## src/rtl/uart_tx_parity.sv

```systemverilog
// uart_tx_parity: UART transmitter, start + LSB-first data + optional even-ones parity + stop.
module uart_tx_parity #(
    parameter int TxNbit   = 8,
    parameter int BAUD_DIV = 5208
) (
    input  logic              clk,
    input  logic              reset,
    input  logic [TxNbit-1:0] Txbuff,
    input  logic              transmit,
    input  logic              parity_en,
    output logic              tx,
    output logic              busy,
    output logic              tx_done
);
    localparam int CW = $clog2(BAUD_DIV);
    localparam int IW = $clog2(TxNbit + 1);
    typedef enum logic [2:0] {IDLE, START, DATA, PARITY, STOP} state_t;
    state_t            state, state_d;
    logic [CW-1:0]     cnt, cnt_d;
    logic [IW-1:0]     idx, idx_d;
    logic [TxNbit-1:0] sh, sh_d;
    logic              par, par_d, pen, pen_d, last, tx_d, busy_d, done_d;
    assign last = cnt == CW'(BAUD_DIV - 1);
    always_comb begin
        state_d = state;
        cnt_d   = last ? '0 : cnt + 1'b1;
        idx_d   = idx;
        sh_d    = sh;
        par_d   = par;
        pen_d   = pen;
        unique case (state)
            IDLE: begin
                cnt_d = '0;
                if (transmit) begin
                    state_d = START;
                    sh_d    = Txbuff;
                    par_d   = ~^Txbuff;
                    pen_d   = parity_en;
                    idx_d   = '0;
                end
            end
            START:  if (last) state_d = DATA;
            DATA: if (last) begin
                sh_d  = sh >> 1;
                idx_d = idx + 1'b1;
                if (idx == IW'(TxNbit - 1)) state_d = pen ? PARITY : STOP;
            end
            PARITY: if (last) state_d = STOP;
            STOP:   if (last) state_d = IDLE;
            default: state_d = IDLE;
        endcase
        // outputs are computed from next state so they leave a flop each cycle
        tx_d   = state_d == START ? 1'b0 : state_d == DATA ? sh_d[0] : state_d == PARITY ? par_d : 1'b1;
        busy_d = state_d != IDLE;
        done_d = state_d == STOP && cnt_d == CW'(BAUD_DIV - 1);
    end
    always_ff @(posedge clk or negedge reset) begin
        if (!reset) begin
            state   <= IDLE;
            cnt     <= '0;
            idx     <= '0;
            sh      <= '0;
            par     <= 1'b0;
            pen     <= 1'b0;
            tx      <= 1'b1;
            busy    <= 1'b0;
            tx_done <= 1'b0;
        end else begin
            state   <= state_d;
            cnt     <= cnt_d;
            idx     <= idx_d;
            sh      <= sh_d;
            par     <= par_d;
            pen     <= pen_d;
            tx      <= tx_d;
            busy    <= busy_d;
            tx_done <= done_d;
        end
    end
endmodule

```

## config.mk

```make
export PLATFORM = sky130hd
export DESIGN_NAME = uart_tx_parity
export DESIGN_NICKNAME = d
export VERILOG_FILES = /design/src/rtl/uart_tx_parity.sv
export SDC_FILE = /design/constraint.sdc
export NUM_CORES = 1
export LEC_CHECK = 0
export ABC_AREA = 1
export CAP_MARGIN = 20
export CORE_MARGIN = 8
export CORE_UTILIZATION = 50
export DETAILED_ROUTE_END_ITERATION = 7
export DONT_BUFFER_PORTS = 1
export GPL_TIMING_DRIVEN = 0
export SETUP_SLACK_MARGIN = 0.2
export SYNTH_ARGS = -nofsm -noshare
export SYNTH_HDL_FRONTEND = slang
export SYNTH_SLANG_ARGS = --single-unit
export TNS_END_PERCENT = 10
```

## constraint.sdc

```tcl
create_clock -name clk -period 2.5 [get_ports clk]
set_clock_uncertainty 0.2 [all_clocks]
set_input_delay 0.125 -clock clk [delete_from_list [all_inputs] [get_ports clk]]
set_output_delay 0.125 -clock clk [all_outputs]
set_load 0.02 [all_outputs]
```

==> results of run 1 <==
-- worst max-delay path by stage --
stage,startpoint,depth (start not counted),end
global route,cnt[0]$_DFF_PN0_,8,sh[0]$_DFF_PN0_
floorplan,cnt[0]$_DFF_PN0_,9,tx_done$_DFF_PN0_
CTS,cnt[0]$_DFF_PN0_,8,sh[0]$_DFF_PN0_
detailed placement,cnt[0]$_DFF_PN0_,11,tx_done$_DFF_PN0_
global placement,cnt[0]$_DFF_PN0_,9,tx_done$_DFF_PN0_
finish,cnt[0]$_DFF_PN0_,8,sh[0]$_DFF_PN0_
-- power groups by stage --
stage,sequential (mW),clock (mW),combinational (mW)
after floorplan,0.544,0,0.0232
after global placement,0.544,0,0.0268
after detailed placement,0.544,0,0.0274
after CTS,0.534,0.456,0.0566
after global routing,0.533,0.479,0.0634
final,0.534,0.441,0.0555
-- critical path: cells and delay by family (launching register included) --
kind / cells / cell delay (ns)
fa+ha+maj: 1 / 0.22
simple gates: 6 / 0.75
buf+inv: 1 / 0.56
flops: 1 / 0.41
-- logic make-up (layout without fill, tap and decap cells) --
family,after synthesis,count (layout),synth area share (%)
XOR/XNOR,9,9,3.935
flip-flops,33,33,41.29
buffers and inverters,49,72,9.432
multiplexers,1,1,0.6869
AND/OR/NAND/NOR,147,147,37.73
adder cells (fa/ha/maj),2,2,1.249
AO/OA/AOI/OAI,18,18,5.684
-- final cells by class --
class | instances | share of cell area [%]
plain buffers | 2 | 0.5379
clock buffers | 7 | 4.142
clock inverters | 1 | 0.2152
inverters | 47 | 7.585
multi-input cells | 177 | 42.44
flip-flops and latches | 33 | 35.61
well taps | 50 | 2.690
repair buffers | 15 | 6.778
-- Yosys cell counts (all sizes together) --
cell	instances	area share [%]
nor2	34	8.6
o31ai	1	0.37
buf	2	0.62
mux2i	1	0.69
nand3	24	8.7
clkinv	1	0.19
dfstp	1	1.3
nand2	75	15
xnor2	3	1.3
xor2	6	2.6
a21oi	4	1.0
inv	46	8.6
nor3	6	2.3
nand4	7	2.5
nand3b	1	0.37
ha	2	1.2
dfrtp	32	40
o221ai	5	2.2
o21ai	7	1.7
o211ai	1	0.37
-- layer usage --
metal	global-route usage, %	vias up	wire, um
met5	0	-	0
met4	6.111	0	48
met3	5.305	6	140
met2	24.24	19	1976
met1	16.46	728	1893
li1	-	860	-
-- flip-flops by register name, summed over array words and instances (netlist names) --
name     count
cnt         13
sh           8
idx          4
state        3
busy         1
par          1
pen          1
tx           1
tx_done      1
-- timing repair --
action	CTS	global route
buffers inserted	0	1
hold buffers	14	0
hold endpoints to repair	48	0
setup endpoints to repair	0	2
gates resized for setup	0	1
-- per-stage QoR --
step | instances | worst slack (ns) | area [um2] | util (%) | total power, mW
final | 332 | 0.2836 | 2326 | 59.43 | 1.030
after global routing | 332 | 0.1442 | 2326 | 59.43 | 1.076
after CTS | 331 | 0.2247 | 2317 | 59.21 | 1.046
after detailed placement | 309 | 0.5594 | 2066 | 52.78 | 0.5714
after global placement | 309 | 0.5704 | 2066 | 52.78 | 0.5708
after floorplan | 259 | 0.8097 | 2003 | - | 0.5673
==> results.sh, run 1 <==
export IMPL_boundaryPins=15
export IMPL_num_nets_final=295
export IMPL_critPathLaunchType="flop"
export IMPL_ys_ff_latch=33
export IMPL_slew_violations=0
export IMPL_die_h_um=79.30
export IMPL_path_max_fanout=6
export IMPL_cellLeakagePower_nw=1.186
export IMPL_num_fill_cells=356
export IMPL_final_common_cell="nand2_1"
export IMPL_power_switching_uw=222.3
export IMPL_synth_nets=273
export IMPL_arrival_ns=2.24
export IMPL_io_buffers=0
export IMPL_ys_warn_count=0
export IMPL_final_layout_size_suffix_gt1_share_pct=18.09
export IMPL_grt_antenna_before_repair=0
export IMPL_first_pass_iters=4
export IMPL_grt_overflow_total=0
export IMPL_hold_path_class="in -> async"
export IMPL_yosysSeqAreaShare_pct=41.29
export IMPL_core_area_um2=3914
export IMPL_rr_worst_depth=8
export IMPL_yosysUniqueCellTypes=32
export IMPL_die_x_um=79.30
export IMPL_cts_buffer_depth=2
export IMPL_p_int_uw=807.9
export IMPL_dpl_hpwl_um=3004
export IMPL_clk_pin_slew_ns=0.07
export IMPL_syn_inst=259
export IMPL_wl_um=4058
export IMPL_cts_inserted_buffers=5
export IMPL_regToRegEndpoint="sh[0]$_DFF_PN0_"
export IMPL_run_status="completed"
export IMPL_finalCritPeriodShare_pct=88.66
export IMPL_htree_levels=2
export IMPL_area_growth_syn_to_layout_pct=16.11
export IMPL_wl_per_cell_um=12.22
export IMPL_cts_tree="built"
export IMPL_ff_latch_area_um2=828.3
export IMPL_finalSetupViolCount=0
export IMPL_worstPathRequired_ns=2.52
export IMPL_grt_pass1_wl_um=7155
export IMPL_die_area_um2=6288
export IMPL_clockRootBuffer="clkbuf_8"
export IMPL_synthesis_area_um2=2003
export IMPL_viasPerCell=4.858
export IMPL_switching_share_pct=21.57
export IMPL_avgSynthCellArea_um2=7.734
export IMPL_num_vias=1613
export IMPL_start_util_pct=51.18
export IMPL_rsz0062_at_grt="yes"
export IMPL_diodes=0
export IMPL_ant_nets=0
export IMPL_cts_sinks=33
export IMPL_cp_end_kind="flop"
export IMPL_multi_input_area_um2=987.2
export IMPL_clk_latency_ns=0.28
export IMPL_crit_type="reg -> reg"
export IMPL_crit_chain="ha_1 > nand2_2 > nor2_2 > nand3_4 > nor2_4 > nand2_1 > nand3_1 > dlygate4sd3_1"
export IMPL_hold_viol=0
export IMPL_worst_slew_pin_slew_ns=0.3637
export IMPL_cpPeakStageDelay_ns=0.56
export IMPL_maxCapViolations=0
export IMPL_power_density_nw_per_um2=442.9
export IMPL_post_route_drc_count=0
export IMPL_fin_crit_ns=2.216
export IMPL_grt_pass1_vias=1615
export IMPL_peakVddDrop_v=0.0003201
export IMPL_drtIter0Drc=64
export IMPL_grt_max_degree=34
export IMPL_fin_tns_setup_ns=0
export IMPL_pwr_share_seq_pct=51.8
export IMPL_grt_total_usage_pct=14.57
export IMPL_floorplan_rows=23
export IMPL_place_congestion=0.8262
export IMPL_pwr_share_comb_pct=5.4
export IMPL_power_frac_clock_pct=42.8
export IMPL_regToRegSetupSlack_ns=0.28
export IMPL_holdWs_ns=0.08908
export IMPL_final_cell_mix="68 x nand2_1, 36 x inv_1, 31 x dfrtp_1, 26 x nor2_1, 16 x nand3_1"
export IMPL_slowest_stage="dlygate4sd3_1"
export IMPL_fmax_mhz=451.2
export IMPL_r2r_start="cnt[0]$_DFF_PN0_"
export IMPL_slew_headroom_pct=75.66
Note: power is estimated with default switching activity, not from simulation.
==> run 2: changes to the inputs <==
Settings changed: MAX_ROUTING_LAYER set to met4.
==> results.sh, run 2 (same netlist as run 1, synthesis figures left out) <==
export IMPL_run_status="completed"
export IMPL_slew_headroom_pct=75.53
export IMPL_area_growth_syn_to_layout_pct=16.11
export IMPL_final_area_um2=2326
export IMPL_cts_tree="built"
export IMPL_clk_latency_ns=0.28
export IMPL_num_nets_final=295
export IMPL_slew_violations=0
export IMPL_maxCapViolations=0
export IMPL_ff_latch_area_um2=828.3
export IMPL_worstPathRequired_ns=2.52
export IMPL_wl_um=4022
export IMPL_num_vias=1617
export IMPL_final_util_pct=59.43
export IMPL_hold_path_class="in -> async"
export IMPL_wl_per_cell_um=12.11
export IMPL_final_cell_mix="68 x nand2_1, 36 x inv_1, 31 x dfrtp_1, 26 x nor2_1, 16 x nand3_1"
export IMPL_grt_pass1_wl_um=7155
export IMPL_peakVddDrop_v=0.0003205
export IMPL_grt_overflow_total=0
export IMPL_fin_crit_ns=2.222
export IMPL_viasPerCell=4.870
export IMPL_diodes=0
export IMPL_first_pass_iters=4
export IMPL_pwr_share_comb_pct=5.4
export IMPL_pwr_share_seq_pct=51.8
export IMPL_htree_levels=2
export IMPL_critPathLaunchType="flop"
export IMPL_drtIter0Drc=61
export IMPL_multi_input_area_um2=987.2
export IMPL_clk_pin_slew_ns=0.07
export IMPL_cts_inserted_buffers=5
export IMPL_fin_tns_setup_ns=0
export IMPL_power_density_nw_per_um2=442.7
export IMPL_grt_total_usage_pct=14.88
export IMPL_fmax_mhz=450.1
export IMPL_dpl_hpwl_um=3004
export IMPL_num_fill_cells=356
export IMPL_die_h_um=79.30
export IMPL_cts_buffer_depth=2
export IMPL_path_max_fanout=6
export IMPL_place_congestion=0.8387
export IMPL_regToRegSetupSlack_ns=0.28
export IMPL_finalSetupViolCount=0
export IMPL_power_switching_uw=221.9
export IMPL_final_layout_size_suffix_gt1_share_pct=18.09
export IMPL_grt_pass1_vias=1611
export IMPL_fin_ws_ns=0.2782
export IMPL_finalCritPeriodShare_pct=88.87
export IMPL_post_route_drc_count=0
export IMPL_cp_end_kind="flop"
export IMPL_final_common_cell="nand2_1"
export IMPL_die_x_um=79.30
export IMPL_die_area_um2=6288
export IMPL_top_regs="cnt: 13 flops, sh: 8 flops, idx: 4 flops"
export IMPL_power_mw=1.030
export IMPL_floorplan_rows=23
export IMPL_arrival_ns=2.25
export IMPL_ant_nets=0
export IMPL_start_util_pct=51.18
export IMPL_grt_antenna_before_repair=0
export IMPL_power_frac_clock_pct=42.8
export IMPL_switching_share_pct=21.55
export IMPL_cellLeakagePower_nw=1.186
export IMPL_cts_sinks=33
export IMPL_place_inst=309
export IMPL_p_int_uw=807.9
export IMPL_grt_max_degree=34
export IMPL_boundaryPins=15
export IMPL_rsz0062_at_grt="yes"
export IMPL_top_register="cnt"
export IMPL_io_buffers=0
export IMPL_worst_slew_pin_slew_ns=0.3657
export IMPL_holdWs_ns=0.08985
export IMPL_stdcell_count=332
export IMPL_clockRootBuffer="clkbuf_8"
export IMPL_crit_type="reg -> reg"
export IMPL_placed_area_um2=2066
export IMPL_core_area_um2=3914
export IMPL_preCtsSetupSlack_ns=0.5594
export IMPL_largest_reg_flops=13
export IMPL_hold_viol=0
==> run 2: cell counts in the layout (fill, tap and decap cells not counted) <==
No cell type changed its count.
==> run 2: final timing paths <==
path	end	cells past startpoint	start
worst max-delay path	sh[0]$_DFF_PN0_	8	cnt[0]$_DFF_PN0_
worst min-delay path	cnt[6]$_DFF_PN0_	2	reset
max in group asynchronous	tx$_DFF_PN1_	2	reset
worst max register to register	sh[0]$_DFF_PN0_	8	cnt[0]$_DFF_PN0_
min in group clk	par$_DFF_PN0_	7	Txbuff[0]
worst min register to register	cnt[0]$_DFF_PN0_	1	cnt[0]$_DFF_PN0_
==> run 2: power groups by stage <==
stage | Combinational, mW | Clock (mW) | Sequential (mW)
after detailed placement | 0.0274 | 0 | 0.544
final | 0.0555 | 0.440 | 0.534
after global routing | 0.0634 | 0.475 | 0.533
after global placement | 0.0268 | 0 | 0.544
after CTS | 0.0566 | 0.456 | 0.534
after floorplan | 0.0232 | 0 | 0.544
==> run 2: worst max-delay path, stage by stage, from the launching register on <==
cell,delay (ns)
dfrtp_2,0.41
ha_1,0.22
nand2_2,0.12
nor2_2,0.17
nand3_4,0.14
nor2_4,0.14
nand2_1,0.07
nand3_1,0.11
dlygate4sd3_1,0.56
==> run 2: area by class of cell <==
cell class / count / share of cell area [%]
Multi-Input combinational cell: 177 / 42.44
Tap cell: 50 / 2.690
Timing Repair Buffer: 15 / 6.778
Inverter: 47 / 7.585
Sequential cell: 33 / 35.61
Clock buffer: 7 / 4.142
Buffer: 2 / 0.5379
Clock inverter: 1 / 0.2152
==> run 2: timing repair <==
action,CTS,global route
resized for setup,0,1
hold buffers,14,0
endpoints found under the hold margin,48,0
endpoints found under the setup margin,0,2
setup buffers,0,1
==> run 2: per-layer routing <==
metal | part of all wire (%) | global-route usage [%]
met1 | 47 | 16.60
met2 | 48 | 24.24
met3 | 3.5 | 4.515
met4 | 1.7 | 6.111
met5 | 0 | -
